## config.mk

```make
export PLATFORM = sky130hd
export DESIGN_NAME = reset_sequencer_flat
export DESIGN_NICKNAME = d
export VERILOG_FILES = /design/src/rtl/reset_sequencer_if.sv /design/src/rtl/reset_sequencer.sv /design/src/flat_wrapper.sv
export SDC_FILE = /design/constraint.sdc
export NUM_CORES = 1
export LEC_CHECK = 0
export CAP_MARGIN = 20
export CORE_MARGIN = 1
export CORE_UTILIZATION = 40
export DETAILED_ROUTE_END_ITERATION = 7
export MAX_ROUTING_LAYER = met4
export PLACE_DENSITY = 0.59
export SKIP_LAST_GASP = 1
export SLEW_MARGIN = 20
export SYNTH_ARGS = -nofsm -noshare
export SYNTH_HDL_FRONTEND = slang
export SYNTH_SLANG_ARGS = --single-unit
```

## constraint.sdc

```tcl
create_clock -name clk -period 1.6 [get_ports clk]
set_input_delay 0.32 -clock clk [delete_from_list [all_inputs] [get_ports clk]]
set_output_delay 0.32 -clock clk [all_outputs]
set_load 0.01 [all_outputs]
```

## src/rtl/reset_sequencer_if.sv

```systemverilog
// reset_sequencer_if
// Groups the request inputs and reset/status outputs of reset_sequencer.
//   key       : asynchronous button request, active-high
//   soft_req  : single-cycle soft reset request
//   soft_mask : channels re-reset by soft_req
//   rst_out   : per-channel active-high reset
//   ready     : every channel released
//   busy      : release sequence in progress
// The master modport is the requester/observer side; the slave modport is
// the sequencer itself.
interface reset_sequencer_if #(
  parameter int CHANNELS = 4
);
  logic                key;
  logic                soft_req;
  logic [CHANNELS-1:0] soft_mask;
  logic [CHANNELS-1:0] rst_out;
  logic                ready;
  logic                busy;

  modport master (
    output key, soft_req, soft_mask,
    input  rst_out, ready, busy
  );

  modport slave (
    input  key, soft_req, soft_mask,
    output rst_out, ready, busy
  );
endinterface

```

## src/rtl/reset_sequencer.sv

```systemverilog
// reset_sequencer
// Generates CHANNELS staged active-high resets, released one at a time in
// index order after a hold period. Hard requests come from rst or from a
// synchronised, debounced key; soft requests re-reset a masked subset of
// channels while the block is in RUN.
// Ports:
//   clk : system clock
//   rst : synchronous active-high reset (acts as a power-up hard request)
//   bus : reset_sequencer_if.slave carrying key, soft_req, soft_mask,
//         rst_out, ready, busy (all outputs registered)
module reset_sequencer #(
  parameter int CHANNELS    = 4,
  parameter int DELAY_W     = 8,
  parameter int HOLD_DELAY  = 15,
  parameter int STAGE_DELAY = 3,
  parameter int DEBOUNCE    = 4
) (
  input  logic               clk,
  input  logic               rst,
  reset_sequencer_if.slave   bus
);

  localparam int IDX_W = (CHANNELS > 1) ? $clog2(CHANNELS) : 1;
  localparam int DB_W  = (DEBOUNCE > 0) ? $clog2(DEBOUNCE + 1) : 1;

  localparam logic [DELAY_W-1:0]  HOLD_CNT  = DELAY_W'(HOLD_DELAY);
  localparam logic [DELAY_W-1:0]  STAGE_CNT = DELAY_W'(STAGE_DELAY);
  localparam logic [DB_W-1:0]     DB_MAX    = DB_W'(DEBOUNCE);
  localparam logic [CHANNELS-1:0] ALL_ONES  = {CHANNELS{1'b1}};
  localparam logic [CHANNELS-1:0] ALL_ZEROS = {CHANNELS{1'b0}};

  typedef enum logic {
    ST_SEQ = 1'b0,
    ST_RUN = 1'b1
  } state_t;

  logic                key_meta_r;
  logic                key_s_r;
  logic [DB_W-1:0]     db_cnt_r;
  logic                key_req_s;

  state_t              state_r;
  state_t              state_n_s;
  logic [DELAY_W-1:0]  cnt_r;
  logic [DELAY_W-1:0]  cnt_n_s;
  logic [CHANNELS-1:0] pending_r;
  logic [CHANNELS-1:0] pending_n_s;
  logic [CHANNELS-1:0] rst_out_r;
  logic [CHANNELS-1:0] rst_out_n_s;
  logic                ready_r;
  logic                ready_n_s;
  logic                busy_r;
  logic                busy_n_s;

  logic [IDX_W-1:0]    low_idx_s;
  logic [CHANNELS-1:0] low_bit_s;
  logic                last_s;

  // Key synchroniser and debounce counter; these keep running during a
  // key-driven hard request so the request can end on its own.
  always_ff @(posedge clk) begin
    if (rst) begin
      key_meta_r <= 1'b0;
      key_s_r    <= 1'b0;
      db_cnt_r   <= {DB_W{1'b0}};
    end else begin
      key_meta_r <= bus.key;
      key_s_r    <= key_meta_r;
      if (key_s_r) begin
        if (db_cnt_r != DB_MAX) begin
          db_cnt_r <= db_cnt_r + DB_W'(1);
        end else begin
          db_cnt_r <= db_cnt_r;
        end
      end else begin
        db_cnt_r <= {DB_W{1'b0}};
      end
    end
  end

  // With DEBOUNCE=0 the counter is pinned at zero, so key_s alone requests.
  assign key_req_s = key_s_r && (db_cnt_r == DB_MAX);

  // Lowest set pending index; scanning downward lets the lowest hit win.
  always_comb begin
    low_idx_s = {IDX_W{1'b0}};
    for (int i = CHANNELS - 1; i >= 0; i--) begin
      if (pending_r[i]) begin
        low_idx_s = IDX_W'(i);
      end else begin
        low_idx_s = low_idx_s;
      end
    end
  end

  assign low_bit_s = CHANNELS'(1'b1) << low_idx_s;
  assign last_s    = ((pending_r & ~low_bit_s) == ALL_ZEROS);

  // Next-state and next-output logic; a key request dominates soft_req.
  always_comb begin
    state_n_s   = state_r;
    cnt_n_s     = cnt_r;
    pending_n_s = pending_r;
    rst_out_n_s = rst_out_r;
    ready_n_s   = ready_r;
    busy_n_s    = busy_r;

    if (key_req_s) begin
      state_n_s   = ST_SEQ;
      cnt_n_s     = HOLD_CNT;
      pending_n_s = ALL_ONES;
      rst_out_n_s = ALL_ONES;
      ready_n_s   = 1'b0;
      busy_n_s    = 1'b1;
    end else begin
      case (state_r)
        ST_SEQ: begin
          if (cnt_r != {DELAY_W{1'b0}}) begin
            cnt_n_s = cnt_r - DELAY_W'(1);
          end else begin
            rst_out_n_s = rst_out_r & ~low_bit_s;
            pending_n_s = pending_r & ~low_bit_s;
            if (last_s) begin
              state_n_s = ST_RUN;
              ready_n_s = 1'b1;
              busy_n_s  = 1'b0;
            end else begin
              cnt_n_s = STAGE_CNT;
            end
          end
        end
        ST_RUN: begin
          if (bus.soft_req && (bus.soft_mask != ALL_ZEROS)) begin
            state_n_s   = ST_SEQ;
            cnt_n_s     = HOLD_CNT;
            pending_n_s = bus.soft_mask;
            rst_out_n_s = rst_out_r | bus.soft_mask;
            ready_n_s   = 1'b0;
            busy_n_s    = 1'b1;
          end else begin
            state_n_s = ST_RUN;
          end
        end
        default: begin
          // Unreachable encoding: recover through a full sequence.
          state_n_s   = ST_SEQ;
          cnt_n_s     = HOLD_CNT;
          pending_n_s = ALL_ONES;
          rst_out_n_s = ALL_ONES;
          ready_n_s   = 1'b0;
          busy_n_s    = 1'b1;
        end
      endcase
    end
  end

  // Sequencer state and output registers; rst applies the power-up values.
  always_ff @(posedge clk) begin
    if (rst) begin
      state_r   <= ST_SEQ;
      cnt_r     <= HOLD_CNT;
      pending_r <= ALL_ONES;
      rst_out_r <= ALL_ONES;
      ready_r   <= 1'b0;
      busy_r    <= 1'b1;
    end else begin
      state_r   <= state_n_s;
      cnt_r     <= cnt_n_s;
      pending_r <= pending_n_s;
      rst_out_r <= rst_out_n_s;
      ready_r   <= ready_n_s;
      busy_r    <= busy_n_s;
    end
  end

  assign bus.rst_out = rst_out_r;
  assign bus.ready   = ready_r;
  assign bus.busy    = busy_r;

endmodule

```

## src/flat_wrapper.sv

```systemverilog
// flat-port wrapper written by rule: the top's interface ports become plain ports
module reset_sequencer_flat 
#(
  parameter int CHANNELS    = 4,
  parameter int DELAY_W     = 8,
  parameter int HOLD_DELAY  = 15,
  parameter int STAGE_DELAY = 3,
  parameter int DEBOUNCE    = 4
)
  (clk, rst, bus_key, bus_soft_req, bus_soft_mask, bus_rst_out, bus_ready, bus_busy);
  reset_sequencer_if #(.CHANNELS(CHANNELS)) bus_i ();
  input  logic clk;
  input  logic rst;
  input wire logic [$bits(bus_i.key)-1:0] bus_key;
  input wire logic [$bits(bus_i.soft_req)-1:0] bus_soft_req;
  input wire logic [$bits(bus_i.soft_mask)-1:0] bus_soft_mask;
  output wire logic [$bits(bus_i.rst_out)-1:0] bus_rst_out;
  output wire logic [$bits(bus_i.ready)-1:0] bus_ready;
  output wire logic [$bits(bus_i.busy)-1:0] bus_busy;
  assign bus_i.key = bus_key;
  assign bus_i.soft_req = bus_soft_req;
  assign bus_i.soft_mask = bus_soft_mask;
  assign bus_rst_out = bus_i.rst_out;
  assign bus_ready = bus_i.ready;
  assign bus_busy = bus_i.busy;
  reset_sequencer #(.CHANNELS(CHANNELS), .DELAY_W(DELAY_W), .HOLD_DELAY(HOLD_DELAY), .STAGE_DELAY(STAGE_DELAY), .DEBOUNCE(DEBOUNCE)) u_core (.clk(clk), .rst(rst), .bus(bus_i));
endmodule
```

==> key figures, run 1 <==
Timing
  – Final setup viols: 0
  – Final period util: 97.7%
  – Slew Limit Fails: 0
  – Worst-margin pin slew: 345 ps
  – Post-route minimum period: 1560 ps
  – Achievable Freq: 640 MHz
  – Total negative slack: 0 ps
  – Setup repair after global routing missed its margin: true
  – Final clock skew: 1.40 ps
  – WHS: 459 ps
  – Rel. slew slack: 76.9%
  – Fin. Hold Viols: 0

Setup path
  – Reg-to-Reg Start: u_core.cnt_r[6]$_SDFFE_PP0P_
  – Crit path from: u_core.cnt_r[6]$_SDFFE_PP0P_
  – Max FO, Critical Path: 7
  – Crit path capture type: flip-flop
  – CP arrival: 1780 ps
  – Worst setup path class: reg -> reg
  – Data required, critical path: 1810 ps
  – Crit start category: flip-flop

Synthesis
  – Cells after Synth: 136
  – Adder-Cell Fraction of Synth Area: 4.22%
  – Synthesis-stage register bit count: 24
  – Main synth FF type: dfxtp_1
  – Asr flop ratio synth: 0%
  – Mapped Nets: 148
  – Largest area contributor in the netlist: dfxtp_1
  – Sequential fraction of the synthesis area: 40.5%
  – Synthesized cell area: 0.00119 sq mm
  – Synth top area cells: dfxtp_1 (41%), o211ai_1 (4.4%), a21oi_1 (4.2%), ha_1 (4.2%), o21ai_0 (3.4%)
  – EDFF count, synth: 0
  – Share of the synthesized area in the top cell type: 40.5%
  – Netlist cell types: 37
  – Synth Area in XOR/XNOR: 0.738%
  – Synth warn: 0
  – Area fraction in compound gates after synthesis: 28.0%
  – Average size of a mapped cell: 8.72 sq um
  – Post-Synth Simple-Gate Area: 21.7%
  – Largest family of logic cells by synthesized area: compound AO/OA/AOI/OAI gates
  – Post-synthesis mux area share: 0%

Place
  – # port buffers: 13
  – Cell Area, Placed: 0.00151 sq mm
  – Detailed placer's ending HPWL: 2110 microns
  – GPL Wtd Cong: 0.848

Floorplanning
  – Die Wd: 56.5 microns
  – # IOs: 14
  – Die area: 0.00319 sq mm
  – Initial core utilization: 42.6%
  – Area of the core: 0.00278 sq mm
  – Num rows: 19
  – Die height: 56.5 microns

Clocking
  – Worst-Skew Late Latency: 310 ps
  – Clock tree root driver cell: clkbuf_4
  – TritonCTS clock tree: done
  – Clk buf depth: 2
  – Hold-fix buffers, CTS: 0
  – Depth of the CTS H-tree: 1
  – Clock tree sinks: 24
  – Number of buffers created by CTS: 3
  – Clock slew at reported path FFs: 120 ps

Route
  – Routed WL: 2940 microns
  – Final antenna-violating net count: 0
  – Vias per std cell: 5.66
  – Routed len/inst: 14.2 microns
  – Via count: 1171
  – 1st-pass router iterations: 4
  – Post-route DRC: 0
  – Drt first-iter violations: 39

Global route
  – Tot GR Track Use: 19.4%
  – Met1 Usage GRT: 24.9%
  – First-pass GRT wire length: 4740 microns
  – Met3 GRT Util: 2.07%
  – Vias in the first global route: 1112
  – Initial antenna violation count: 0
  – Total global routing overflow: 0
  – Largest net degree at the start of global routing: 13
  – Met2 GRT Util: 30.3%
  – GR peak layer: met2

Finish
  – Layout cells sized above 1: 29.0%
  – Area of the multi-input gates: 708 sq um
  – Final nets: 190
  – Final instance area: 0.00163 sq mm
  – Reg area: 487 sq um
  – Fillers: 238
  – Final Core Density: 58.6%
  – P&R area growth vs syn: 37.4%
  – Ant diodes: 0

Pwr
  – Pleak: 0.000646 uW
  – Total power: 985 uW
  – Power density cells: 604 mW/mm^2
  – Max IR drop VDD: 0.477 mV

Hold path
  – Hold crit path type: reg -> reg
  – HP Start: u_core.key_meta_r$_SDFF_PP0_

Run
  – Max_cap viols: 0

Status
  – Status: completed
==> repair_timing <==
action                     in CTS  in global routing
resized for setup               2                 17
setup endpoints to repair       5                 11
pin swaps                       1                  8
buffers inserted                0                  4
==> layer usage <==
layer	vias to the layer above	part of all wire (%)	wire length, microns
li1	583	-	-
met1	543	47	1390
met2	41	46	1360
met3	4	4.8	142
met4	0	1.5	43
met5	-	0	0
==> cells by family after synthesis <==
logic type | Yosys count
AOI/OAI and AO/OA | 49
adders and majority gates | 4
DFF | 24
buffers and inverters | 13
and+or+nand+nor | 45
xor gates and xnor gates | 1
==> per-stage QoR <==
step / setup WS (ps) / cells
3_3_place_gp: -279 / 200
5_1_grt: -28.5 / 207
6_report: 36.9 / 207
4_1_cts: -32.0 / 203
2_1_floorplan: 16.6 / 136
3_5_place_dp: -314 / 200
==> cells in the final DEF, fill, tap and decap left out, drive strengths merged, types with 2 or more instances in the layout <==
| master | n |
|---|---|
| nand2b | 2 |
| nand3 | 2 |
| ha | 4 |
| a31o | 2 |
| nor3 | 6 |
| nand2 | 9 |
| a31oi | 4 |
| a221o | 3 |
| a211oi | 3 |
| buf | 27 |
| nor3b | 2 |
| o21ai | 9 |
| dfxtp | 24 |
| nand4 | 2 |
| a211o | 2 |
| inv | 10 |
| clkbuf | 3 |
| nor2b | 3 |
| nor2 | 10 |
| nor4 | 2 |
| a21oi | 10 |
| clkdlybuf4s50 | 13 |
| o211ai | 7 |
| and3 | 3 |
| o21a | 4 |
==> sequential cells by signal (all words and copies together) (netlist names) <==
name	cells
u_core.bus.busy	1
u_core.bus.ready	1
u_core.bus.rst_out	4
u_core.cnt_r	8
u_core.db_cnt_r	3
u_core.key_meta_r	1
u_core.key_s_r	1
u_core.pending_r	4
u_core.state_r	1
==> critical path, cell delays in order, from the launching register on <==
cell and delay [ps]:
dfxtp_4 380, nor4_4 390, a21o_2 260, o211ai_1 110, a221o_1 330
==> final cells by class <==
cell class,instances,area share [%]
clock buffers,3,1.38
inverters,10,2.30
multi-input cells,99,43.4
flip-flops and latches,24,29.9
well taps,31,2.38
repair buffers,40,20.6
==> Yosys cell counts (2+ instances only) <==
cell type and count:
and3_1 3, nor3_1 6, o21ai_0 8, nand2_1 9, nand4_1 2, nor3b_1 2, a211oi_1 3, a31oi_1 4
nand3_1 2, nand2b_1 2, inv_1 10, nor2b_1 3, ha_1 4, a221o_1 3, a211o_1 2, o21a_1 4
nor2_1 10, o211ai_1 7, a31o_2 2, dfxtp_1 24, a21oi_1 10
==> where the power goes <==
group	total [uW]	switching, uW	internal [uW]	leakage [uW]
clock	264	176	88.1	0.0000138
combinational	105	45.8	58.9	0.000437
sequential	616	9.41	606	0.000195
==> worst paths after layout <==
check                                                        end  slack [ps]  cells past startpoint
worst max-delay path            u_core.pending_r[1]$_SDFFE_PP1P_          40                      4
worst min-delay path                   u_core.key_s_r$_SDFF_PP0_         460                      1
worst max register to register  u_core.pending_r[1]$_SDFFE_PP1P_          40                      4
worst min register to register         u_core.key_s_r$_SDFF_PP0_         460                      1
(Power assumes the default switching activity.)
==> inputs of run 2 (changes only) <==
Settings changed: ABC_CLOCK_PERIOD_IN_PS set to 1600, SKIP_LAST_GASP 1 to not set.
==> key figures, run 2 (synthesis results as in run 1) <==
Floorplanning
  – Initial core utilization: 42.6% (unchanged)
  – Die Wd: 56.5 microns (unchanged)
  – Num rows: 19 (unchanged)
  – Area of the core: 0.00278 sq mm (unchanged)
  – Die height: 56.5 microns (unchanged)
  – Die area: 0.00319 sq mm (unchanged)
  – # IOs: 14 (unchanged)

Setup path
  – Largest stage delay, worst path: 380 ps (about the same)
  – Bufs and invs on worst path: 0 (unchanged)
  – CP Cell Sequence: nor4_4, a21o_2, o211ai_1, a221o_1
  – Data required, critical path: 1810 ps (about the same)
  – Crit path capture type: flip-flop
  – CP max stage cell: dfxtp_4
  – Crit start category: flip-flop
  – Delay-heaviest family, CP: compound AO/OA/AOI/OAI gates
  – Worst setup path class: reg -> reg
  – Max FO, Critical Path: 7 (unchanged)
  – CP arrival: 1770 ps (about the same)

Run
  – Max_cap viols: 0 (unchanged)

Clocking
  – Clk buf depth: 2 (unchanged)
  – Depth of the CTS H-tree: 1 (unchanged)
  – Clock slew at reported path FFs: 120 ps (about the same)
  – TritonCTS clock tree: done
  – Clock tree root driver cell: clkbuf_4
  – Clock tree sinks: 24 (unchanged)
  – Worst-Skew Late Latency: 310 ps (about the same)
  – Number of buffers created by CTS: 3 (unchanged)
  – Hold-fix buffers, CTS: 0 (unchanged)

Global route
  – Total global routing overflow: 0 (unchanged)
  – First-pass GRT wire length: 4740 microns (unchanged)
  – Largest net degree at the start of global routing: 13 (unchanged)
  – Initial antenna violation count: 0 (unchanged)
  – Vias in the first global route: 1116 (+0.36%)
  – Tot GR Track Use: 19.4% (unchanged)

Finish
  – Max reg flops: 8 (unchanged)
  – Commonest non-fill, non-tap cell in the layout: buf_4
  – Most frequent cells in the layout: buf_4 (25), dfxtp_1 (21), clkdlybuf4s50_1 (13)
  – Fillers: 239 (+0.42%)
  – Ant diodes: 0 (unchanged)
  – Final Core Density: 58.3% (-0.27 points)
  – Layout cells sized above 1: 28.6% (-0.41 points)
  – Final nets: 189 (-0.53%)
  – Final instance area: 0.00162 sq mm (-0.46%)
  – Top reg by flops: u_core.cnt_r
  – Non-Filler Instances: 206 (-0.48%)
  – Reg area: 487 sq um (unchanged)
  – P&R area growth vs syn: 36.8%
  – Area of the multi-input gates: 708 sq um (unchanged)

Route
  – Routed len/inst: 14.2 microns (about the same)
  – Vias per std cell: 5.67 (+0.14%)
  – 1st-pass router iterations: 4 (unchanged)
  – Post-route DRC: 0 (unchanged)
  – Drt first-iter violations: 55 (+41%)
  – Routed WL: 2920 microns (-0.58%)
  – Via count: 1167 (-0.34%)
  – Final antenna-violating net count: 0 (unchanged)

Status
  – Status: completed

Timing
  – Worst-margin pin slew: 337 ps (-7.64 ps)
  – Setup repair after global routing missed its margin: true
  – Rel. slew slack: 77.4% (+0.51 points)
  – Fin. Hold Viols: 0 (unchanged)
  – Post-route minimum period: 1550 ps (-9.91 ps)
  – Final clock skew: 1.17 ps (-0.230 ps)
  – Slew Limit Fails: 0 (unchanged)
  – Achievable Freq: 644 MHz (+0.64%)
  – Final setup viols: 0 (unchanged)
  – Final period util: 97.1% (-0.62 points)

Pwr
  – Pleak: 0.000641 uW (-0.84%)
  – Max IR drop VDD: 0.477 mV (about the same)
  – Power density cells: 607 mW/mm^2 (+0.47%)

Place
  – Placed cell count: 200 (unchanged)
  – Detailed placer's ending HPWL: 2110 microns (unchanged)
  – # port buffers: 13 (unchanged)
  – GPL Wtd Cong: 0.848 (unchanged)
  – Cell Area, Placed: 0.00151 sq mm (unchanged)

Hold path
  – Hold crit path type: reg -> reg
## run 2: changes by cell type in the layout (fill, tap and decap cells not counted), sizes merged
cell	delta
buf	-1
## run 2: through the flow
| step | worst slack [ps] | total power (uW) | TNS [ps] | hold WS [ps] |
|---|---|---|---|---|
| after floorplan | 16.6 | 663 | 0 | 392 |
| after global placement | -279 | 718 | -2720 | 428 |
| after detailed placement | -314 | 720 | -2920 | 447 |
| after CTS | 2.56 | 992 | 0 | 465 |
| after global routing | -29.0 | 1030 | -47.1 | 471 |
| final | 46.8 | 985 | 0 | 459 |
## run 2: worst reg2reg max path, stage by stage, from the launching register on
cell      delay, ps
dfxtp_4         380
nor4_4          380
a21o_2          260
o211ai_1        120
a221o_1         310
## run 2: metal layers
layer | GRT usage, % | vias to the layer above | share of wire (%)
li1 | - | 582 | -
met1 | 24.9 | 547 | 48
met2 | 30.3 | 34 | 46
met3 | 2.07 | 4 | 4.4
met4 | 9.41 | 0 | 1.4
met5 | - | - | 0
## run 2: worst paths after layout
path | from | endpoint | slack (ps) | cells past startpoint
min | u_core.key_meta_r$_SDFF_PP0_ | u_core.key_s_r$_SDFF_PP0_ | 460 | 1
max | u_core.cnt_r[6]$_SDFFE_PP0P_ | u_core.pending_r[2]$_SDFFE_PP1P_ | 50 | 4
max reg2reg | u_core.cnt_r[6]$_SDFFE_PP0P_ | u_core.pending_r[2]$_SDFFE_PP1P_ | 50 | 4
min reg2reg | u_core.key_meta_r$_SDFF_PP0_ | u_core.key_s_r$_SDFF_PP0_ | 460 | 1
## run 2: where the power goes
group	internal (uW)	leakage, uW	total [uW]	switching, uW
combinational	58.6	0.000432	104	45.6
clock	88.1	0.0000138	265	177
sequential	607	0.000195	616	9.44
## run 2: final cells by class
class,count,share of cell area (%)
Clock buffer,3,1.39
Inverter,10,2.31
Multi-Input combinational cell,99,43.6
Sequential cell,24,30.0
Tap cell,31,2.39
Timing Repair Buffer,39,20.3
## run 2: repair_timing
action | in CTS | in global routing
setup buffers | 0 | 3
setup endpoints to repair | 5 | 10
gates resized for setup | 4 | 15
pin swaps | 1 | 8
